==> src/rtl/ica_centering.sv <==
// Frame-based mean removal for a two-channel ICA front end: buffers N pairs, computes floor means, emits centred pairs.
// Define ICA_CENTER_SAT_EN to saturate the centred difference; otherwise it wraps to DATA_WIDTH bits.
module ica_centering #(
    parameter int DATA_WIDTH = 16,
    parameter int LOG2_FRAME = 6
) (
    input  logic                  clk,
    input  logic                  nreset,
    input  logic                  in_valid,
    output logic                  in_ready,
    input  logic [DATA_WIDTH-1:0] in_x1,
    input  logic [DATA_WIDTH-1:0] in_x2,
    output logic                  out_valid,
    input  logic                  out_ready,
    output logic [DATA_WIDTH-1:0] out_x1,
    output logic [DATA_WIDTH-1:0] out_x2,
    output logic                  out_last,
    output logic [DATA_WIDTH-1:0] mean_x1,
    output logic [DATA_WIDTH-1:0] mean_x2,
    output logic                  done_center
);
    localparam int N  = 1 << LOG2_FRAME;
    localparam int DW = DATA_WIDTH;
    localparam int AW = DATA_WIDTH + LOG2_FRAME;
    localparam logic [LOG2_FRAME-1:0] LAST_IDX = LOG2_FRAME'(N - 1);

    typedef enum logic [1:0] {LOAD, MEAN, EMIT, DONE} state_e;

    state_e                 state_q, state_d;
    logic [LOG2_FRAME-1:0]  wr_idx_q, wr_idx_d;
    logic [LOG2_FRAME-1:0]  rd_idx_q, rd_idx_d;
    logic signed [AW-1:0]   acc1_q, acc1_d, acc2_q, acc2_d;
    logic [DW-1:0]          mean1_q, mean1_d, mean2_q, mean2_d;
    logic [DW-1:0]          out1_q, out1_d, out2_q, out2_d;
    logic                   ovalid_q, ovalid_d, olast_q, olast_d;
    logic                   ready_q, ready_d, done_q, done_d;
    logic [2*DW-1:0]        mem [N];
    logic [2*DW-1:0]        rd_data_q;

    logic          accept, out_fire, load_out;
    logic [DW-1:0] mean_now1, mean_now2, mean_use1, mean_use2;

    assign accept   = in_valid & ready_q;
    assign out_fire = ovalid_q & out_ready;

    function automatic logic [DW-1:0] center(input logic [DW-1:0] x, input logic [DW-1:0] m);
        logic signed [DW:0] diff;
        logic [DW-1:0]      res;
        diff = $signed({x[DW-1], x}) - $signed({m[DW-1], m});
        res  = diff[DW-1:0];
`ifdef ICA_CENTER_SAT_EN
        if (diff[DW] != diff[DW-1])
            res = diff[DW] ? {1'b1, {(DW-1){1'b0}}} : {1'b0, {(DW-1){1'b1}}};
`endif
        return res;
    endfunction

    // Buffer: synchronous write, registered read; rd_data_q always mirrors mem[rd_idx_q]
    always_ff @(posedge clk) begin
        if (accept)
            mem[wr_idx_q] <= {in_x1, in_x2};
        rd_data_q <= mem[rd_idx_d];
    end

    always_ff @(posedge clk or negedge nreset) begin
        if (!nreset) begin
            state_q  <= LOAD;
            wr_idx_q <= '0;
            rd_idx_q <= '0;
            acc1_q   <= '0;
            acc2_q   <= '0;
            mean1_q  <= '0;
            mean2_q  <= '0;
            out1_q   <= '0;
            out2_q   <= '0;
            ovalid_q <= 1'b0;
            olast_q  <= 1'b0;
            ready_q  <= 1'b0;
            done_q   <= 1'b0;
        end else begin
            state_q  <= state_d;
            wr_idx_q <= wr_idx_d;
            rd_idx_q <= rd_idx_d;
            acc1_q   <= acc1_d;
            acc2_q   <= acc2_d;
            mean1_q  <= mean1_d;
            mean2_q  <= mean2_d;
            out1_q   <= out1_d;
            out2_q   <= out2_d;
            ovalid_q <= ovalid_d;
            olast_q  <= olast_d;
            ready_q  <= ready_d;
            done_q   <= done_d;
        end
    end

    always_comb begin
        state_d = state_q;
        case (state_q)
            LOAD:    if (accept && wr_idx_q == LAST_IDX) state_d = MEAN;
            MEAN:    state_d = EMIT;
            EMIT:    if (out_fire && olast_q) state_d = DONE;
            default: state_d = LOAD;
        endcase
    end

    // The first pair is centred in MEAN itself, so it uses the mean being computed rather than the stale register
    assign mean_now1 = DW'(acc1_q >>> LOG2_FRAME);
    assign mean_now2 = DW'(acc2_q >>> LOG2_FRAME);
    assign mean_use1 = (state_q == MEAN) ? mean_now1 : mean1_q;
    assign mean_use2 = (state_q == MEAN) ? mean_now2 : mean2_q;
    assign load_out  = (state_q == MEAN) || (state_q == EMIT && out_fire && !olast_q);

    always_comb begin
        wr_idx_d = wr_idx_q;
        rd_idx_d = rd_idx_q;
        acc1_d   = acc1_q;
        acc2_d   = acc2_q;
        mean1_d  = mean1_q;
        mean2_d  = mean2_q;
        out1_d   = out1_q;
        out2_d   = out2_q;
        ovalid_d = ovalid_q;
        olast_d  = olast_q;
        if (accept) begin
            wr_idx_d = wr_idx_q + 1'b1;
            acc1_d   = acc1_q + {{LOG2_FRAME{in_x1[DW-1]}}, in_x1};
            acc2_d   = acc2_q + {{LOG2_FRAME{in_x2[DW-1]}}, in_x2};
        end
        if (state_q == MEAN) begin
            mean1_d = mean_now1;
            mean2_d = mean_now2;
            acc1_d  = '0;
            acc2_d  = '0;
        end
        if (load_out) begin
            out1_d   = center(rd_data_q[2*DW-1:DW], mean_use1);
            out2_d   = center(rd_data_q[DW-1:0], mean_use2);
            ovalid_d = 1'b1;
            olast_d  = (rd_idx_q == LAST_IDX);
            rd_idx_d = rd_idx_q + 1'b1;
        end
        if (state_q == EMIT && out_fire && olast_q) begin
            ovalid_d = 1'b0;
            olast_d  = 1'b0;
        end
        if (state_q == DONE) begin
            wr_idx_d = '0;
            rd_idx_d = '0;
        end
    end

    assign ready_d = (state_d == LOAD);
    assign done_d  = (state_d == DONE);

    assign in_ready    = ready_q;
    assign out_valid   = ovalid_q;
    assign out_last    = olast_q;
    assign out_x1      = out1_q;
    assign out_x2      = out2_q;
    assign mean_x1     = mean1_q;
    assign mean_x2     = mean2_q;
    assign done_center = done_q;
endmodule

==> config.mk <==
export PLATFORM = sky130hd
export DESIGN_NAME = ica_centering
export DESIGN_NICKNAME = d
export VERILOG_FILES = /design/src/rtl/ica_centering.sv
export SDC_FILE = /design/constraint.sdc
export NUM_CORES = 2
export LEC_CHECK = 0
export CORE_UTILIZATION = 35
export CTS_CLUSTER_SIZE = 8
export DETAILED_ROUTE_END_ITERATION = 12
export MAX_ROUTING_LAYER = met4
export PLACE_DENSITY_LB_ADDON = 0.05
export SLEW_MARGIN = 10
export SYNTH_ARGS = -nofsm -noshare
export SYNTH_HDL_FRONTEND = slang
export SYNTH_SLANG_ARGS = --single-unit
==> constraint.sdc <==
create_clock -name clk -period 5.9 [get_ports clk]
set_input_delay 1.18 -clock clk [delete_from_list [all_inputs] [get_ports clk]]
set_output_delay 1.18 -clock clk [all_outputs]
set_load 0.01 [all_outputs]
==> qor.yml <==
status: "finished, violations left"
violations: "DRC"
antenna_found_initial: 37
synth_edf_count: 2048
worst_pin_slew_ns: 1.41
setup_tns_ns: 0
grt.busiest_layer: "met2"
die_area_mm2: 0.255
crit_path_end_kind: "flop"
maxCapViolations: 0
first_pass_iters: 12
ioPinCount: 104
ys.warnings.count: 0
cp_max_fo: 23
max_slew_margin: 0.0601
drive_gt1_frac: 0.149
grt_use_total: 0.246
area_growth_pct: 17.7
cts_setup_buffers: 0
grt_overflow: 0
die_y_um: 505
synthArstFlopShare: 0.0571
use_met2: 0.379
routed_wl_mm: 307
start_util: 0.352
clock_skew_ns: 0.0477
hold_buffers: 0
start_kind: "primary input"
root_buffer: "clkbuf_16"
die_w_um: 505
p_per_area_mw_per_mm2: 448
rows: 184
place_congestion: 0.804
synth_cell_types: 75
fin_util: 0.414
layout.nets: 6496
grt_max_degree: 116
synthTopCellsByArea: "edfxtp_1, nand2_1, mux4_2"
fin_ws_ns: 1.05
clk_pin_slew_ns: 0.05
dp_hpwl_mm: 189
wl_per_cell_um: 31.0
ir_drop_mv: 0.257
synth.top_cell.area_share: 0.695
grt_pass1_wl_mm: 426
dominantRegCellSynth: "edfxtp_1"
fin_worst_hold_slack_ns: 0.337
placedCellCount: 9407
min_path_type: "primary input to async pin"
core_mm2: 0.251
yosysSeqAreaShare: 0.738
synth_area_mm2: 0.0885
cts_tree: "built"
postSynthRegisterBits: 2206
finalMaxSlewViolations: 0
dpl_cell_area_mm2: 0.0952
hold_violations: 0
rsz0062_at_grt: "no"
htree_num_levels: 5
p_leak_nw: 35.5
yosysTopAreaCell: "edfxtp_1"
drtIter0Drc: 5462
cp.arrival_ns: 5.69
cts-buffers-inserted: 326
crit_required_ns: 6.74
antenna_left: 0
io_buffers: 103
p_total_mw: 46.7
vias_per_cell: 5.43
globalRouteMet1Util: 0.330
avgSynthCellArea_um2: 14.7
grt_pass1_vias: 53200
place_ws_ns: 0.189
period_needed_ns: 4.85
final_cells: 9911
path_class: "primary input to flop"
cts.sink_count: 2206
clk_path_buf_depth: 4
design_area_mm2: 0.104
clock_latency_ns: 0.94
via_count: 53800
drcViolationCount: 29
finalCritPeriodShare: 0.822
synth_nets: 6136
synth_cells: 6027
timing.fmax_mhz: 206
use_met3: 0.0413
setup_viol: 0
post_cts_resized: 0
-- critical path, stage by stage --
cell and delay, ns:
clkdlybuf4s50_1 0.63, and4b_1 0.44, o2111ai_1 0.17, xor2_1 0.24, or2_2 0.37, inv_6 0.18, buf_4 0.42, buf_4 0.41
nand3_1 0.13, a32oi_1 1.14, and4_1 0.31
-- layer usage --
metal,part of all wire,up-vias
li1,-,23600
met1,0.44,28100
met2,0.47,1654
met3,0.057,454
met4,0.034,0
met5,0,-
-- cell usage after synthesis, drive strengths merged, types with 7 or more instances --
cell	count
edfxtp	2048
nand2	1378
nand3	557
mux4	193
buf	189
clkbuf	174
nor2	136
and3	135
a21oi	130
a31oi	129
dfrtp	126
a22oi	106
ha	69
inv	60
a311oi	59
a32oi	55
o21ai	52
xnor2	43
dfxtp	32
mux2i	31
nor3	31
and4	28
xor2	26
o22ai	21
a21o	19
a211oi	17
or2	14
nor4	13
nand3b	12
o21a	12
nor2b	11
o211ai	10
and2	9
mux2	8
nand2b	8
a211o	7
nand4	7
o31ai	7
-- where the power goes --
part           total, mW  leakage [nW]  switching (mW)  internal [mW]
clock network       16.8          4.30            6.63           10.2
logic               11.0          10.9            6.66           4.34
registers           18.9          20.3           0.890           18.0
-- layout by cell type, fill, tap and decap left out, drive strengths merged, types with 9 or more instances in the layout --
master            n
a22oi           106
a211oi           17
edfxtp         2048
xor2             26
and4             28
and2              9
nand3b           12
dfrtp           126
o21ai            52
mux2i            31
buf             325
a21oi           130
o21a             12
clkbuf          465
nand3           557
inv              67
or2              14
nor4             13
dfxtp            32
clkdlybuf4s50    70
and3            135
nor3             31
a31oi           129
xnor2            43
nor2b            11
nand2          1378
a311oi           59
mux4            193
diode            28
nor2            136
o22ai            21
a32oi            55
ha               69
o211ai           10
a21o             19
-- worst paths after layout --
kind                            startpoint       endpoint  slack (ns)  cells after the start
worst max-delay path             out_ready  rd_data_q[25]        1.05                     11
worst min-delay path                nreset     acc2_q[20]        0.34                      1
worst max register to register  state_q[0]  rd_data_q[25]        1.23                     12
worst min register to register   out_x2[6]      out_x2[6]        0.48                      2
max in group asynchronous           nreset    mean_x1[14]        4.31                      2
min in group clk                 out_x2[6]      out_x2[6]        0.48                      2
-- area by class of cell --
| class | instances | area (µm²) |
|---|---|---|
| multi-input cells | 3397 | 21800 |
| clock inverters | 11 | 133 |
| inverters | 61 | 258 |
| repair buffers | 395 | 3650 |
| flip-flops and latches | 2206 | 65300 |
| clock buffers | 465 | 8790 |
| fillers | 23000 | 147000 |
| diodes | 28 | 70.1 |
| well taps | 3348 | 4190 |
-- flip-flops by register name (all words and copies together) (netlist names), 16 cells and up --
| name | count |
|---|---|
| mem | 2048 |
| rd_data_q | 32 |
| acc1_q | 22 |
| acc2_q | 22 |
| mean_x1 | 16 |
| mean_x2 | 16 |
| out_x1 | 16 |
| out_x2 | 16 |
-- cells by family (layout without fill, tap and decap cells) --
group | Yosys count | in the layout | synth area share
compound gates | 657 | 657 | 0.0507
flops | 2206 | 2206 | 0.738
xor+xnor | 70 | 70 | 0.00709
fa+ha+maj | 76 | 76 | 0.0110
other cells | 0 | 28 | 0
simple gates | 2362 | 2362 | 0.118
mux | 232 | 232 | 0.0536
buf+inv | 424 | 932 | 0.0224
Power figures use the tool's default switching activity.
